File: config.mk
export PLATFORM = sky130hd
export DESIGN_NAME = dma_mc_scheduler
export DESIGN_NICKNAME = d
export VERILOG_FILES = /design/src/rtl/dma_pkg.sv /design/src/rtl/dma_desc_queue.sv /design/src/rtl/dma_mc_scheduler.sv
export SDC_FILE = /design/constraint.sdc
export NUM_CORES = 1
export LEC_CHECK = 0
export BUFFER_PORTS_ARGS = -buffer_cell sky130_fd_sc_hd__clkbuf_2
export CORE_MARGIN = 2
export CORE_UTILIZATION = 53
export CTS_CLUSTER_SIZE = 14
export DETAILED_ROUTE_END_ITERATION = 6
export PLACE_DENSITY = 0.83
export REMOVE_ABC_BUFFERS = 1
export SYNTH_ARGS = -nofsm -noshare
export SYNTH_HDL_FRONTEND = slang
export SYNTH_SLANG_ARGS = --single-unit
File: constraint.sdc
create_clock -name clk -period 2.4 [get_ports clk]
set_clock_uncertainty 0.1 [all_clocks]
set_input_delay 0.12 -clock clk [delete_from_list [all_inputs] [get_ports clk]]
set_output_delay 0.12 -clock clk [all_outputs]
set_load 0.01 [all_outputs]
File: src/rtl/dma_pkg.sv
// Shared DMA types: the descriptor handed to the engine and the
// multi-channel scheduler state encoding.
package dma_pkg;

    typedef struct packed {
        logic [31:0] src_addr;
        logic [31:0] dst_addr;
        logic [15:0] len;
    } s_dma_desc_t;

    typedef enum logic [1:0] {
        IDLE   = 2'd0,
        LAUNCH = 2'd1,
        WAIT   = 2'd2,
        RETIRE = 2'd3
    } dma_mc_state_e;

    localparam int DMA_MC_MAX_CH = 16;

endpackage

File: src/rtl/dma_desc_queue.sv
// Flop-based descriptor FIFO for one channel. Pointers carry an extra wrap
// bit so full and empty are told apart without a separate counter.
module dma_desc_queue
    import dma_pkg::*;
#(
    parameter int QDEPTH = 2
) (
    input  logic        clk,
    input  logic        rstn,
    input  logic        flush_i,
    input  logic        push_i,
    input  logic        pop_i,
    input  s_dma_desc_t desc_i,
    output s_dma_desc_t head_o,
    output logic        full_o,
    output logic        empty_o
);

    localparam int AW = $clog2(QDEPTH);

    logic [AW:0] wr_q, wr_d;
    logic [AW:0] rd_q, rd_d;
    s_dma_desc_t mem_q [QDEPTH];
    s_dma_desc_t mem_d [QDEPTH];

    assign empty_o = (wr_q == rd_q);
    assign full_o  = (wr_q[AW] != rd_q[AW]) && (wr_q[AW-1:0] == rd_q[AW-1:0]);
    assign head_o  = mem_q[rd_q[AW-1:0]];

    // Flush takes precedence over any same-cycle push or pop.
    always_comb begin
        mem_d = mem_q;
        wr_d  = wr_q;
        rd_d  = rd_q;
        if (flush_i) begin
            wr_d = '0;
            rd_d = '0;
        end else begin
            if (push_i && !full_o) begin
                mem_d[wr_q[AW-1:0]] = desc_i;
                wr_d = wr_q + (AW+1)'(1);
            end
            if (pop_i && !empty_o) begin
                rd_d = rd_q + (AW+1)'(1);
            end
        end
    end

    always_ff @(posedge clk or negedge rstn) begin
        if (!rstn) begin
            wr_q  <= '0;
            rd_q  <= '0;
            mem_q <= '{default: '0};
        end else begin
            wr_q  <= wr_d;
            rd_q  <= rd_d;
            mem_q <= mem_d;
        end
    end

endmodule

File: src/rtl/dma_mc_scheduler.sv
// Multi-channel descriptor front-end: per-channel queues, RR or fixed-priority
// arbitration, and a single-outstanding launch/retire FSM toward one engine.
module dma_mc_scheduler
    import dma_pkg::*;
#(
    parameter int NUM_CH      = 4,
    parameter int QDEPTH      = 2,
    parameter int PRIO_MODE   = 0,
    parameter int HALT_ON_ERR = 1,
    localparam int CH_W = (NUM_CH > 1) ? $clog2(NUM_CH) : 1
) (
    input  logic                     clk,
    input  logic                     rstn,
    input  logic        [NUM_CH-1:0] ch_go_i,
    input  s_dma_desc_t [NUM_CH-1:0] ch_desc_i,
    input  logic        [NUM_CH-1:0] ch_abort_i,
    output logic        [NUM_CH-1:0] ch_ready_o,
    output logic        [NUM_CH-1:0] ch_busy_o,
    output logic        [NUM_CH-1:0] ch_done_o,
    output logic        [NUM_CH-1:0] ch_err_o,
    output logic        [NUM_CH-1:0] ch_halted_o,
    output logic        [NUM_CH-1:0] ch_drop_o,
    output logic                     eng_go_o,
    output s_dma_desc_t              eng_desc_o,
    output logic        [CH_W-1:0]   eng_ch_o,
    input  logic                     eng_done_i,
    input  logic                     eng_err_i,
    output dma_mc_state_e            dbg_state_o
);

    // Handshake: a push on channel c is taken in any cycle where ch_go_i[c]
    // and ch_ready_o[c] are both high; ch_ready_o never depends on ch_go_i.

    function automatic logic [CH_W-1:0] ch_wrap_add(input logic [CH_W-1:0] base,
                                                    input int unsigned     off);
        logic [CH_W:0] s;
        s = {1'b0, base} + (CH_W+1)'(off);
        if (s >= (CH_W+1)'(NUM_CH)) s = s - (CH_W+1)'(NUM_CH);
        return s[CH_W-1:0];
    endfunction

    dma_mc_state_e state_q, state_d;
    logic [CH_W-1:0] eng_ch_q, eng_ch_d;
    s_dma_desc_t     eng_desc_q, eng_desc_d;
    logic            err_q, err_d;
    logic [CH_W-1:0] rr_ptr_q, rr_ptr_d;
    logic            kill_q, kill_d;
    logic [NUM_CH-1:0] halted_q, halted_d;
    logic [NUM_CH-1:0] drop_q, drop_d;

    logic [NUM_CH-1:0] q_full, q_empty, q_push, q_pop, q_flush, eligible;
    s_dma_desc_t       q_head [NUM_CH];
    logic              win_found;
    logic [CH_W-1:0]   win_ch;
    logic [CH_W-1:0]   cand;
    logic              pop_en;
    logic              err_halt;

    for (genvar c = 0; c < NUM_CH; c++) begin : g_ch
        dma_desc_queue #(.QDEPTH(QDEPTH)) u_queue (
            .clk     (clk),
            .rstn    (rstn),
            .flush_i (q_flush[c]),
            .push_i  (q_push[c]),
            .pop_i   (q_pop[c]),
            .desc_i  (ch_desc_i[c]),
            .head_o  (q_head[c]),
            .full_o  (q_full[c]),
            .empty_o (q_empty[c])
        );
    end

    assign eligible = ~q_empty & ~halted_q;

    always_comb begin
        win_found = 1'b0;
        win_ch    = '0;
        cand      = '0;
        for (int i = 0; i < NUM_CH; i++) begin
            cand = (PRIO_MODE == 1) ? ch_wrap_add('0, i) : ch_wrap_add(rr_ptr_q, i);
            if (!win_found && eligible[cand]) begin
                win_found = 1'b1;
                win_ch    = cand;
            end
        end
    end

    // kill_q marks the in-flight descriptor as already flushed by an abort,
    // so the retire pop must not consume a descriptor pushed afterwards.
    always_comb begin
        state_d    = state_q;
        eng_ch_d   = eng_ch_q;
        eng_desc_d = eng_desc_q;
        err_d      = err_q;
        rr_ptr_d   = rr_ptr_q;
        kill_d     = kill_q | ch_abort_i[eng_ch_q];
        pop_en     = 1'b0;
        err_halt   = 1'b0;
        case (state_q)
            IDLE: begin
                kill_d = 1'b0;
                if (win_found) begin
                    eng_ch_d   = win_ch;
                    eng_desc_d = q_head[win_ch];
                    err_d      = 1'b0;
                    kill_d     = ch_abort_i[win_ch];
                    state_d    = LAUNCH;
                end
            end
            LAUNCH: state_d = WAIT;
            WAIT: begin
                if (eng_done_i) begin
                    err_d   = eng_err_i;
                    state_d = RETIRE;
                end
            end
            RETIRE: begin
                pop_en   = 1'b1;
                err_halt = err_q && (HALT_ON_ERR != 0);
                rr_ptr_d = ch_wrap_add(eng_ch_q, 1);
                kill_d   = 1'b0;
                state_d  = IDLE;
            end
            default: state_d = IDLE;
        endcase
    end

    always_comb begin
        halted_d    = halted_q;
        drop_d      = drop_q;
        q_push      = '0;
        q_pop       = '0;
        q_flush     = '0;
        ch_ready_o  = ~q_full & ~halted_q;
        ch_busy_o   = '0;
        ch_done_o   = '0;
        ch_err_o    = '0;
        for (int c = 0; c < NUM_CH; c++) begin
            q_flush[c]   = ch_abort_i[c] | (err_halt && (eng_ch_q == CH_W'(c)));
            q_push[c]    = ch_go_i[c] & ch_ready_o[c] & ~ch_abort_i[c];
            q_pop[c]     = pop_en && (eng_ch_q == CH_W'(c)) && !kill_q;
            ch_busy_o[c] = ~q_empty[c] | ((state_q != IDLE) && (eng_ch_q == CH_W'(c)));
            ch_done_o[c] = (state_q == RETIRE) && (eng_ch_q == CH_W'(c));
            ch_err_o[c]  = ch_done_o[c] & err_q;
            if (ch_abort_i[c]) begin
                halted_d[c] = 1'b0;
                drop_d[c]   = 1'b0;
            end else begin
                if (err_halt && (eng_ch_q == CH_W'(c))) halted_d[c] = 1'b1;
                if (ch_go_i[c] && !ch_ready_o[c])       drop_d[c]   = 1'b1;
            end
        end
    end

    always_ff @(posedge clk or negedge rstn) begin
        if (!rstn) begin
            state_q    <= IDLE;
            eng_ch_q   <= '0;
            eng_desc_q <= '0;
            err_q      <= 1'b0;
            rr_ptr_q   <= '0;
            kill_q     <= 1'b0;
            halted_q   <= '0;
            drop_q     <= '0;
        end else begin
            state_q    <= state_d;
            eng_ch_q   <= eng_ch_d;
            eng_desc_q <= eng_desc_d;
            err_q      <= err_d;
            rr_ptr_q   <= rr_ptr_d;
            kill_q     <= kill_d;
            halted_q   <= halted_d;
            drop_q     <= drop_d;
        end
    end

    assign eng_go_o    = (state_q == LAUNCH);
    assign eng_desc_o  = eng_desc_q;
    assign eng_ch_o    = eng_ch_q;
    assign ch_halted_o = halted_q;
    assign ch_drop_o   = drop_q;
    assign dbg_state_o = state_q;

endmodule

# After elaboration in Yosys (flattened, before gate mapping)
# Index checks and enable logic that the tools add are counted.
# Widths: inputs -> output; s select.
dict set report op_classes {
  bitwise_logic 47
  add_sub_neg 17
  n_div 0
  n_reduce_logical 86
  n_mul 0
  mux 94
  n_shift 0
  n_eq_ne 20
  n_lt_le_gt_ge 24
}
# operator n
set ops {}
lappend ops {{$mux 80} 18}
lappend ops {{$bwmux 160} 4}
lappend ops {{$demux 80 s1} 4}
lappend ops {{$bmux 80 s2} 1}
lappend ops {{$mux 2} 27}
lappend ops {{$logic_and 1x1->1} 43}
lappend ops {{$reduce_bool 2->1} 18}
lappend ops {{$mux 1} 31}
lappend ops {{$lt 2x3->1 const B} 6}
lappend ops {{$add 2x1->2 const B} 8}
lappend ops {{$ge 2x2->1 const B} 8}
lappend ops {{$logic_not 1->1} 16}
lappend ops {{$not 1->2} 8}
lappend ops {{$ge 3x3->1 const B} 5}
lappend ops {{$and 1x1->1} 12}
lappend ops {{$bmux 1 s2} 6}
lappend ops {{$not 1->1} 12}
lappend ops {{$not 4->4} 3}
lappend ops {{$reduce_and 2->1} 6}
lappend ops {{$sub 2x1->2 const B} 5}
lappend ops {{$or 1x1->1} 9}
lappend ops {{$and 4x4->4} 2}
lappend ops {{$eq 2x2->1} 4}
lappend ops {{$eq 2x2->1 const B} 4}
lappend ops {{other kinds (13)} 28}
dict set report totals {
  inputBits 332
  ff_bits 752
  mem_count 0
  rom_bits 0
  latchBits 0
  output_inout_bits 109
  mem_bits_rw 0
  elab_cells 336
}

# Longest topological paths before layout
# Gate-level depths: netlist (run 1).
dict set report depth {
  word_depth 19
  depth_mapped 11
  ltp_nobuf 7
}

# Cells and area by module
# Synthesis (run 1) repeated with hierarchy kept, for this count alone.
dict set report unflattened {
  hier_cells 2394
  area_unflattened_um2 35544.1
}
# mod cells_each area_each_um2 seq_area_each_um2 instances
set by_module_without_submodules {}
lappend by_module_without_submodules {dma_desc_queue 457 7226.9 4103.9 4}
lappend by_module_without_submodules {dma_mc_scheduler 566 6636.4 2402.3 1}

# Worst setup path before layout (run 1)
# Ideal clock, no wire load.
dict set report synth_path {
  path_type {reg-to-reg}
  startpoint {register state_q[0], in the netlist dbg_state_o[0]}
  endpoint {register g_ch[0].u_queue.mem_q[100] in the netlist's numbering}
  arrival_time_ns 2.276
  setup_ns 0.128
  path_slack_ns -0.103
  stages_incl_launch_ff 9
  synth_period_minus_slack_ns 2.503
  path_buffers 3
  t_required_ns 2.172
  cell_sequence {dfrtp_1 -> ha_1 -> clkbuf_1 -> and3_1 -> or2_1 -> clkbuf_1 -> nor3_2 -> buf_2 -> mux2_1}
}
dict set report synth_between {
  elab_chain_cells 6
}
# element line_no
set synth_rtl {}
lappend synth_rtl {{start, declared} dma_mc_scheduler.sv:42} ;# dma_mc_state_e state_q, state_d;
lappend synth_rtl {{start signal, assigned} dma_mc_scheduler.sv:166} ;# state_q <= state_d;
lappend synth_rtl {{$eq 2x2->1} dma_mc_scheduler.sv:99} ;# case (state_q)
lappend synth_rtl {{$mux 1} dma_mc_scheduler.sv:99}
lappend synth_rtl {{$logic_and 1x1->1} dma_mc_scheduler.sv:139} ;# q_flush[c] = ch_abort_i[c] | (err_halt && (eng_ch_q == CH_W'(c)));
lappend synth_rtl {{$or 1x1->1} dma_mc_scheduler.sv:139}
lappend synth_rtl {{$not 1->1 (no line)} n/a}
lappend synth_rtl {{$reduce_and 2->1 (no line)} n/a}
lappend synth_rtl {{end signal, assigned} dma_desc_queue.sv:57} ;# mem_q <= mem_d;
lappend synth_rtl {{end, declared} dma_desc_queue.sv:23} ;# s_dma_desc_t mem_q [QDEPTH];
# No other way between the ends.
# A chain may end at the register's enable or synchronous reset.

# Worst setup path in the final report (run 1)
dict set report layout_path {
  startpoint {register g_ch[0].u_queue.rd_q[0]}
  endpoint {register eng_desc_q, in the netlist eng_desc_o[37]}
}
dict set report layout_between {
  elab_chain_cells 19
  word_cells_on_any_way 34
  cone_classes {1 x eq/ne; 22 x mux; 4 x bitwise; 7 x reduce/logical}
}
# element line_no
set layout_rtl {}
lappend layout_rtl {{start, declared} dma_desc_queue.sv:22} ;# logic [AW:0] rd_q, rd_d;
lappend layout_rtl {{start signal, assigned} dma_desc_queue.sv:56} ;# rd_q <= rd_d;
lappend layout_rtl {{$eq 2x2->1} dma_desc_queue.sv:26} ;# assign empty_o = (wr_q == rd_q);
lappend layout_rtl {{$not 4->4} dma_mc_scheduler.sv:73} ;# assign eligible = ~q_empty & ~halted_q;
lappend layout_rtl {{$and 4x4->4} dma_mc_scheduler.sv:73}
lappend layout_rtl {{$bmux 1 s2} dma_mc_scheduler.sv:81} ;# if (!win_found && eligible[cand]) begin
lappend layout_rtl {{$mux 1 (not written as such)} dma_mc_scheduler.sv:81}
lappend layout_rtl {{$mux 1} dma_mc_scheduler.sv:81}
lappend layout_rtl {{$logic_not 1->1} dma_mc_scheduler.sv:81}
lappend layout_rtl {{$logic_and 1x1->1} dma_mc_scheduler.sv:81}
lappend layout_rtl {{(+2 left out)} n/a}
lappend layout_rtl {{$logic_and 1x1->1} dma_mc_scheduler.sv:81}
lappend layout_rtl {{$mux 1} dma_mc_scheduler.sv:81}
lappend layout_rtl {{$logic_not 1->1} dma_mc_scheduler.sv:81}
lappend layout_rtl {{$logic_and 1x1->1} dma_mc_scheduler.sv:81}
lappend layout_rtl {{$mux 2} dma_mc_scheduler.sv:81}
lappend layout_rtl {{$not 2->3 (not written as such)} dma_mc_scheduler.sv:104} ;# eng_desc_d = q_head[win_ch];
lappend layout_rtl {{$bmux 80 s2} dma_mc_scheduler.sv:104}
lappend layout_rtl {{$mux 80 (not written as such) (2 in series)} dma_mc_scheduler.sv:104}
lappend layout_rtl {{end signal, assigned} dma_mc_scheduler.sv:168} ;# eng_desc_q <= eng_desc_d;
lappend layout_rtl {{end, declared} dma_mc_scheduler.sv:44} ;# s_dma_desc_t eng_desc_q, eng_desc_d;
# Several ways; a longest one is shown, not always the timed one. The select of a mux whose other input is x is not followed.

==> results summary, run 1 <==
The total overflow left after global routing is 0. The biggest area consumer among synthesized cells is sky130_fd_sc_hd__dfrtp_1. The placed instance area came out at 0.0385 mm2.

For met3 alone, demand over resource in global routing was under 10%. For this configuration, the core starts out at a cell density of 53.3%. The boundary pin count came out at approximately 440.

The unique cell type count in the Yosys netlist is 46. The highest cell delay on the worst timing path is roughly 0.64 ns. The simple logic cell fraction of the synthesized area is 3.36%. The met1 routing resource usage after global routing came out at slightly above 40%. The final setup violation count came out at 457. The cell at the slowest stage of the critical path is sky130_fd_sc_hd__o211ai_1. The start of the worst register-to-register path is g_ch[0].u_queue.rd_q[0]$_DFFE_PN0P_. The synthesized area per cell came out at 13.3 um2. The placement-stage worst setup slack came out at -0.181 ns. The final routed DRC violation total came out at 0. The final instance area came out at 0.0467 mm2. The leakage power total is 20.5 nW. The post-synthesis sequential element count is 752.

The number of rows in the core area is just over 90. Max-cap violations in this run came to 0. The category of the critical setup timing path is reg -> reg. The yosys synthesis warning count came out at 0. The die covers 0.0665 mm2. Global routing used 34.2% of the available tracks. The fill cell total of the finished layout is between 3k and 4k.

The number of cells in the finished layout apart from fillers is 4391. The origin of the worst setup path is g_ch[0].u_queue.rd_q[0]$_DFFE_PN0P_. The detailed-route vias per instance is 6.45.

Clock tree synthesis inserted a total of 79 buffers. TritonCTS built the clock tree. By area, the combinational part of the netlist is dominated by multiplexers. For this run, the top clock speed supported by timing is about 370 MHz. The mean routed wirelength per cell came out at 29.7 um.

The most numerous cell in the Yosys netlist is sky130_fd_sc_hd__dfrtp_1. The length in cells of the worst reg-to-reg path is 7. The worst min-delay path category is in -> async. The required time of the critical path is around 2.8 ns.

In this run the number of cells on the critical path is 7. The violation count after the first detailed-route iteration came out at 3071. The measured slew at the worst slew-check pin is 0.942 ns. The final reports fail on setup timing.

By count the netlist is led by sky130_fd_sc_hd__dfrtp_1 (752), sky130_fd_sc_hd__mux2_2 (464), sky130_fd_sc_hd__mux2_1 (337), sky130_fd_sc_hd__mux2i_1 (161), sky130_fd_sc_hd__o211ai_1 (161). The number of antenna violations at the first check in global routing is 19. The mapped netlist covers 0.0342 mm2. The most heavily used metal layer in global routing is met2. The synthesis-to-layout area growth is 36.8%. STA classifies the critical path endpoint as a flip-flop. The die extent in x is 258 um. The number of global-route vias before repair is 29.8k. The kind of cell with the highest combined delay on the critical path is compound AO/OA/AOI/OAI gates. The maximum number of pins on one net before global-route repair is 83. Across the VDD grid, the largest voltage drop is 0.799 mV.

The synthesized design devotes to its leading area cell type 55.1% of total area. The net count of the finished layout came out at 3802. The maximum number of buffers from clock root to sink is 3. The number of clock sinks came out at 752. The power per unit of standard cell area is 1220 mW/mm2. The minimum clock period is about 2.7 ns. The arrival time at the worst endpoint is 3.09 ns.

The tree is rooted in a sky130_fd_sc_hd__clkbuf_16. The number of search-and-repair iterations in the first detailed-routing pass came out at 6. The global-route wire length before repair came out at 175000 um.

Counting flops with a built-in enable in the synthesized netlist gives 0. The final-report hold violation count is 0. The number of cells in the design after placement came out at 3815.

The floorplan step set the die height to approximately 260 um. The clock latency reported for the late side of the worst-skew pair came out at 0.63 ns. The number of buffers added on ports came out at 440. The worst register-to-register path ends at eng_desc_o[37]$_DFFE_PN0P_.

The detailed-route via count came out at 28.3k. The number of instances in the synthesized netlist is 2563. The CTS H-tree depth came out at 3. The worst setup path is launched from a flip-flop. The async set or reset register ratio after synthesis is 100%. The sequential area share after synthesis is a little under three fifths.

The largest fanout of any net on the critical path came out at 27. Setup repair after global routing could not meet its margin everywhere. The number of slew-limit violations in the final report is 0. The flow ran to the end, but the final reports show violations.

Summing the areas of all xor and xnor instances in the mapped netlist gives 0.718% of the synthesized area. The post-detailed-placement half-perimeter wirelength is 64300 um. The final worst-path setup slack is -0.337 ns. The fraction of layout cells with a size suffix above 1 is around two fifths. The signal on the critical path passes through xor2_4 > o21ai_4 > o221ai_4 > or2_4 > buf_12 > a21oi_1 > o211ai_1. The worst relative slew slack came out at 37.2%.

The most instantiated flip-flop cell in the synthesis netlist is sky130_fd_sc_hd__dfrtp_1. After Yosys synthesis, full adders, half adders and majority gates account for 0.293% of the synthesized area. Sorting the synthesized cells by area gives the leading types as sky130_fd_sc_hd__dfrtp_1 (55%), sky130_fd_sc_hd__mux2_2 (15%), sky130_fd_sc_hd__mux2_1 (11%), sky130_fd_sc_hd__mux2i_1 (4.7%), sky130_fd_sc_hd__o211ai_1 (3.5%).

In this run the remaining antenna-violating nets after routing total 0. The routability congestion estimate from global placement came out at between 0.8 and 0.9. The total wirelength of the detailed-routed design came out at 131000 um. The number of buffers and inverters on the critical path came out at 1. Following the worst setup path forward leads to its endpoint at eng_desc_o[37]$_DFFE_PN0P_. The placeable core area is between 0.06 and 0.07 mm2.

The met2 global-route usage came out at 56.2%. Summing the areas of all compound-gate instances in the mapped netlist gives 6.72% of the synthesized area. The share of cell area taken by muxes after synthesis came out at 31.2%. The clock transition at the register clock pins on the worst setup and hold paths after CTS came out at 0.06 ns. The share of the clock period used by the worst path came out at 114%. The register-to-register path setup slack is -0.34 ns.
==> layout make-up <==
cell class | count | area [um2] | area share [%]
Sequential cell | 752 | 18800 | 40.3
Multi-Input combinational cell | 1609 | 15300 | 32.6
Timing Repair Buffer | 1005 | 8920 | 19.1
Clock buffer | 125 | 2420 | 5.17
Tap cell | 855 | 1070 | 2.29
Clock inverter | 11 | 145 | 0.310
Inverter | 15 | 56.3 | 0.120
Antenna cell | 19 | 47.5 | 0.102
==> kinds of logic (layout without fill, tap and decap cells) <==
kind of cell	Yosys count	count (layout)
multiplexers	963	963
flip-flops	752	752
AO/OA/AOI/OAI	357	357
AND/OR/NAND/NOR	251	253
buffers and inverters	204	1156
XOR/XNOR	28	28
adder cells (fa/ha/maj)	8	8
other	0	19
==> layer usage <==
metal  vias to the layer above  share of wire (%)
met4                        14                7.1
li1                      11128                  -
met5                         -              0.064
met3                       825                 11
met1                     14184                 35
met2                      2187                 47
==> stage by stage <==
step	total power, W	setup TNS [ns]	hold WS, ns	utilization [%]
after CTS	0.0522	-0.787	0.121	70.2
after floorplan	0.0313	-3042.81	-0.276	-
after global routing	0.0590	-49.54	0.160	72.9
after global placement	0.0375	-6.19	-0.00535	60.0
final	0.0571	-30.23	0.128	72.9
after detailed placement	0.0388	-18.04	0.0000536	60.0
==> worst min-delay path by stage <==
stage | slack, ns | to
floorplan | -0.28 | ch_drop_o[0]$_DFFE_PN0P_
global placement | -0.005 | g_ch[3].u_queue.mem_q[4]$_DFFE_PN0P_
detailed placement | 0.00005 | g_ch[3].u_queue.mem_q[4]$_DFFE_PN0P_
CTS | 0.12 | g_ch[2].u_queue.mem_q[83]$_DFFE_PN0P_
global route | 0.16 | eng_desc_o[4]$_DFFE_PN0P_
finish | 0.13 | g_ch[3].u_queue.mem_q[4]$_DFFE_PN0P_
==> power by group <==
part           internal (W)  switching, W  leakage (nW)
logic                0.0108        0.0118          10.2
clock network       0.00721       0.00524          1.26
registers            0.0184       0.00365          9.02
total                0.0364        0.0207          20.5
==> tightest hold or removal path, stage by stage <==
cell	delay, ns
sky130_fd_sc_hd__dlygate4sd3_1	0.56
sky130_fd_sc_hd__buf_8	0.26
sky130_fd_sc_hd__buf_16	0.28
==> layout by cell type (no fill, tap or decap), drive strengths merged, types with 2 or more instances in the layout <==
| master | count |
|---|---|
| ha | 8 |
| nand3 | 5 |
| diode | 19 |
| o21ba | 3 |
| a21oi | 90 |
| dlygate4sd3 | 334 |
| mux2i | 161 |
| buf | 204 |
| o221ai | 3 |
| xor2 | 20 |
| nor3 | 86 |
| o211ai | 161 |
| clkbuf | 592 |
| nand2b | 2 |
| nor3b | 4 |
| mux2 | 801 |
| bufinv | 3 |
| nand2 | 96 |
| xnor2 | 8 |
| clkinv | 7 |
| o21ai | 92 |
| inv | 16 |
| nor2 | 40 |
| and3 | 4 |
| and2 | 4 |
| dfrtp | 752 |
| or2 | 9 |
==> sequential cells by signal (all words and copies together), names as in the netlist <==
signal              count
eng_ch_o                2
ch_halted_o             4
g_ch.u_queue.mem_q    640
err_q                   1
ch_drop_o               4
rr_ptr_q                2
eng_desc_o             80
kill_q                  1
dbg_state_o             2
g_ch.u_queue.rd_q       8
g_ch.u_queue.wr_q       8
==> timing repair <==
action / CTS / global route
buffers inserted: 14 / 35
cloned: 7 / 33
resized for setup: 73 / 187
setup endpoints to repair: 328 / 441
endpoints found under the hold margin: 1149 / 0
pin swaps: 6 / 49
hold buffers: 335 / 0
No activity file was read; power rests on OpenSTA's default activity.
==> inputs of run 2 (changes only) <==
--- a/config.mk
+++ b/config.mk
@@ -5,12 +5,13 @@
 export SDC_FILE = /design/constraint.sdc
 export NUM_CORES = 1
 export LEC_CHECK = 0
+export ABC_CLOCK_PERIOD_IN_PS = 2400
 export BUFFER_PORTS_ARGS = -buffer_cell sky130_fd_sc_hd__clkbuf_2
 export CORE_MARGIN = 2
 export CORE_UTILIZATION = 53
 export CTS_CLUSTER_SIZE = 14
 export DETAILED_ROUTE_END_ITERATION = 6
-export PLACE_DENSITY = 0.83
+export PLACE_DENSITY = 0.77
 export REMOVE_ABC_BUFFERS = 1
 export SYNTH_ARGS = -nofsm -noshare
 export SYNTH_HDL_FRONTEND = slang
==> run 2 against run 1 <==
  * The run still ends with setup timing left
  * Setup slack better by 0.20 ns
  * Count of clock-buffer cells in the layout shrank 4
  * Core utilization rose by 0.41 points
  * Routed wire length shrank 8.3%
  * Critical path depth grew 2
  * Clock power increased by 8%
  * Cell area rose by 0.57%
  * Sequential share of layout area fell by 0.24 points
  * First-iteration DRC count decreased by 17%
  * Hold slack lost 0.013 ns
  * Largest power group unchanged
==> results summary, run 2 (synthesized netlist as in run 1, its figures left out) <==
The clock transition at the register clock pins on the worst setup and hold paths after CTS was 0.06 ns (about the same). The buffer type at the clock tree root was sky130_fd_sc_hd__clkbuf_16 (unchanged). The global-route wire length before repair is 168000 um (was 175000 um). The chip height came out at 258 um (unchanged). The leakage power total is 20.6 nW (was 20.5 nW).

The die extent in x came to 258 um (unchanged). The most common cell after layout, fill and taps aside is sky130_fd_sc_hd__dfrtp_1 (unchanged). The net count of the finished layout is 3807 (was 3802).

The final instance area came to 0.0470 mm2 (was 0.0467 mm2). Setup repair after global routing missed its margin: true (unchanged). The number of antenna violations at the first check in global routing came out at 17 (was 19).

The number of search-and-repair iterations in the first detailed-routing pass is 5 (was 6). The aggregate global-route resource usage is 32.8% (was 34.2%). The flip-flop count of the largest register after layout is 640 (unchanged). The worst min-delay path category is in -> async (unchanged).

The achievable frequency came out at 395 MHz (was 365 MHz). The total congestion overflow after global routing came out at 0 (unchanged). The number of routed nets with antenna violations is 0 (unchanged). The placed instance area is 0.0387 mm2 (was 0.0385 mm2). The number of global-route vias before repair is 29.1k (was 29.8k).

The CTS tree is done (unchanged). The measured slew at the worst slew-check pin came to 0.830 ns (was 0.942 ns). The origin of the worst setup path is g_ch[3].u_queue.rd_q[0]$_DFFE_PN0P_ (was g_ch[0].u_queue.rd_q[0]$_DFFE_PN0P_). The length in cells of the worst reg-to-reg path came out at 9 (was 7).

The final worst-path setup slack came out at -0.133 ns (was -0.337 ns). The maximum number of pins on one net before global-route repair came out at 127 (was 83). The full die area is 0.0665 mm2 (unchanged). The required time of the critical path is 2.80 ns (was 2.75 ns).

The worst voltage drop across the vdd grid is 0.864 mV (was 0.799 mV). The arrival time at the worst endpoint came to 2.93 ns (was 3.09 ns). The final-report hold violation count is 0 (unchanged).

The number of slew-limit violations in the final report came out at 0 (unchanged). The maximum number of buffers from clock root to sink came to 3 (unchanged). The largest fanout of any net on the critical path came out at 7 (was 27).

The share of the clock period used by the worst path is 106% (was 114%). The worst relative slew slack is 44.6% (was 37.2%). The category of the critical setup timing path is reg -> reg (unchanged). The total wirelength of the detailed-routed design is 120000 um (was 131000 um). The mean routed wirelength per cell is 27.2 um (was 29.7 um). The number of buffers created by CTS came to 80 (was 79). Most used cells in the layout excluding fill and tap cells: sky130_fd_sc_hd__dfrtp_1 (747), sky130_fd_sc_hd__mux2_2 (461), sky130_fd_sc_hd__clkbuf_2 (439) (was sky130_fd_sc_hd__dfrtp_1 (744), sky130_fd_sc_hd__mux2_2 (457), sky130_fd_sc_hd__clkbuf_2 (439)).

The number of cells in the finished layout apart from fillers is 4399 (was 4391). The detailed-route via count was 26.9k (was 28.3k). The register-to-register path setup slack came out at -0.13 ns (was -0.34 ns). The fill cell total of the finished layout is 3710 (was 3578).

The final routed DRC violation total came out at 0 (unchanged). The destination of the critical timing path was eng_desc_o[52]$_DFFE_PN0P_ (was eng_desc_o[37]$_DFFE_PN0P_). The power per unit of standard cell area is 1220 mW/mm2 (about the same). The post-detailed-placement half-perimeter wirelength is 65600 um (was 64300 um). The clock latency reported for the late side of the worst-skew pair is 0.64 ns (was 0.63 ns).

The synthesis-to-layout area growth is 37.6% (was 36.8%). The initial standard-cell utilization of the core was 53.3% (unchanged). The number of cells in the design after placement came out at 3831 (was 3815). The routability congestion estimate from global placement is 0.866 (was 0.892). The CTS H-tree depth came to 3 (unchanged). The kind of launch point of the worst setup path is a flip-flop (unchanged). The type of element capturing the critical path is a flip-flop (unchanged). The final setup violation count came out at 210 (was 457).

The number of rows in the core area came to 93 (unchanged). The max-cap violation count came out at 0 (unchanged). Violations in the final reports: setup timing (unchanged). The tightest hold margin came out at 0.115 ns (was 0.128 ns). The violation count after the first detailed-route iteration came out at 2560 (was 3071). The number of clock sinks is 752 (unchanged). The core occupancy in the finished layout is 73.3% (was 72.9%). The fraction of layout cells with a size suffix above 1 was 41.1% (was 40.7%). The start of the worst register-to-register path is g_ch[3].u_queue.rd_q[0]$_DFFE_PN0P_ (was g_ch[0].u_queue.rd_q[0]$_DFFE_PN0P_). The boundary pin count came out at 441 (unchanged).

The minimum clock period came to 2.53 ns (was 2.74 ns). The largest register by flop count is g_ch.u_queue.mem_q (unchanged). Outcome: finished with violations (unchanged).

The detailed-route vias per instance is 6.11 (was 6.45). The worst flop-to-flop path endpoint is eng_desc_o[52]$_DFFE_PN0P_ (was eng_desc_o[37]$_DFFE_PN0P_). The number of buffers added on ports is 440 (unchanged). The placeable core area came out at 0.0641 mm2 (unchanged).
-- run 2: cell types whose count changed in the layout (fill, tap and decap cells not counted), sizes merged, moves of 3 or more --
cell,change
buf,+7
bufinv,+6
clkbuf,-4
clkinv,+3
clkinvlp,+3
diode,-5
-- run 2: how the worst min path moves through the flow --
stage	start	to	slack, ns
after CTS	rstn	g_ch[0].u_queue.mem_q[94]$_DFFE_PN0P_	0.1
after detailed placement	rstn	g_ch[0].u_queue.mem_q[14]$_DFFE_PN0P_	-0.02
after floorplan	rstn	ch_drop_o[0]$_DFFE_PN0P_	-0.28
after global routing	rstn	g_ch[0].u_queue.mem_q[94]$_DFFE_PN0P_	0.13
after global placement	rstn	g_ch[0].u_queue.mem_q[14]$_DFFE_PN0P_	-0.03
final	rstn	g_ch[0].u_queue.mem_q[94]$_DFFE_PN0P_	0.12
-- run 2: metrics by stage --
stage               setup slack, ns  power, W   TNS, ns
floorplan                     -7.20    0.0313  -3042.81
global placement            -0.0420    0.0380   -0.0762
detailed placement           -0.117    0.0393     -2.20
CTS                         -0.0419    0.0535   -0.0733
global route                 -0.153    0.0597    -19.12
finish                       -0.133    0.0574     -6.43
-- run 2: critical path, cell delays in order (launching register included) --
cell                       delay [ns]
sky130_fd_sc_hd__dfrtp_4         0.48
sky130_fd_sc_hd__xor2_2          0.16
sky130_fd_sc_hd__o21ba_4         0.23
sky130_fd_sc_hd__buf_12          0.14
sky130_fd_sc_hd__a211oi_4        0.33
sky130_fd_sc_hd__or2_4           0.21
sky130_fd_sc_hd__nand2b_4        0.12
sky130_fd_sc_hd__buf_4           0.17
sky130_fd_sc_hd__buf_12          0.15
sky130_fd_sc_hd__o211ai_1        0.31
-- run 2: final cells by class --
cell class	instances	area, um2	share of cell area, %
well taps	855	1070	2.28
repair buffers	1010	8980	19.1
clock inverters	24	375	0.798
flip-flops and latches	752	18800	40.1
diodes	14	35.0	0.0745
clock buffers	121	2480	5.28
inverters	15	56.3	0.120
multi-input cells	1608	15200	32.3
-- run 2: power breakdown --
part | switching, W | internal (W)
combinational | 0.0111 | 0.0112
sequential | 0.00339 | 0.0183
clock | 0.00531 | 0.00811
-- run 2: metal layers --
| layer | routed length, um | global-route usage [%] |
|---|---|---|
| met3 | 10200 | 6.31 |
| met5 | 60 | 0 |
| met1 | 45900 | 41.1 |
| met2 | 57600 | 54.6 |
| met4 | 6070 | 16.2 |
-- run 2: timing repair --
action / CTS / global route
hold buffers: 333 / 0
pin swaps: 9 / 84
gates resized for setup: 33 / 188
gates cloned: 2 / 35
endpoints found under the setup margin: 197 / 468
hold endpoints to repair: 1235 / 0
buffers inserted: 10 / 29
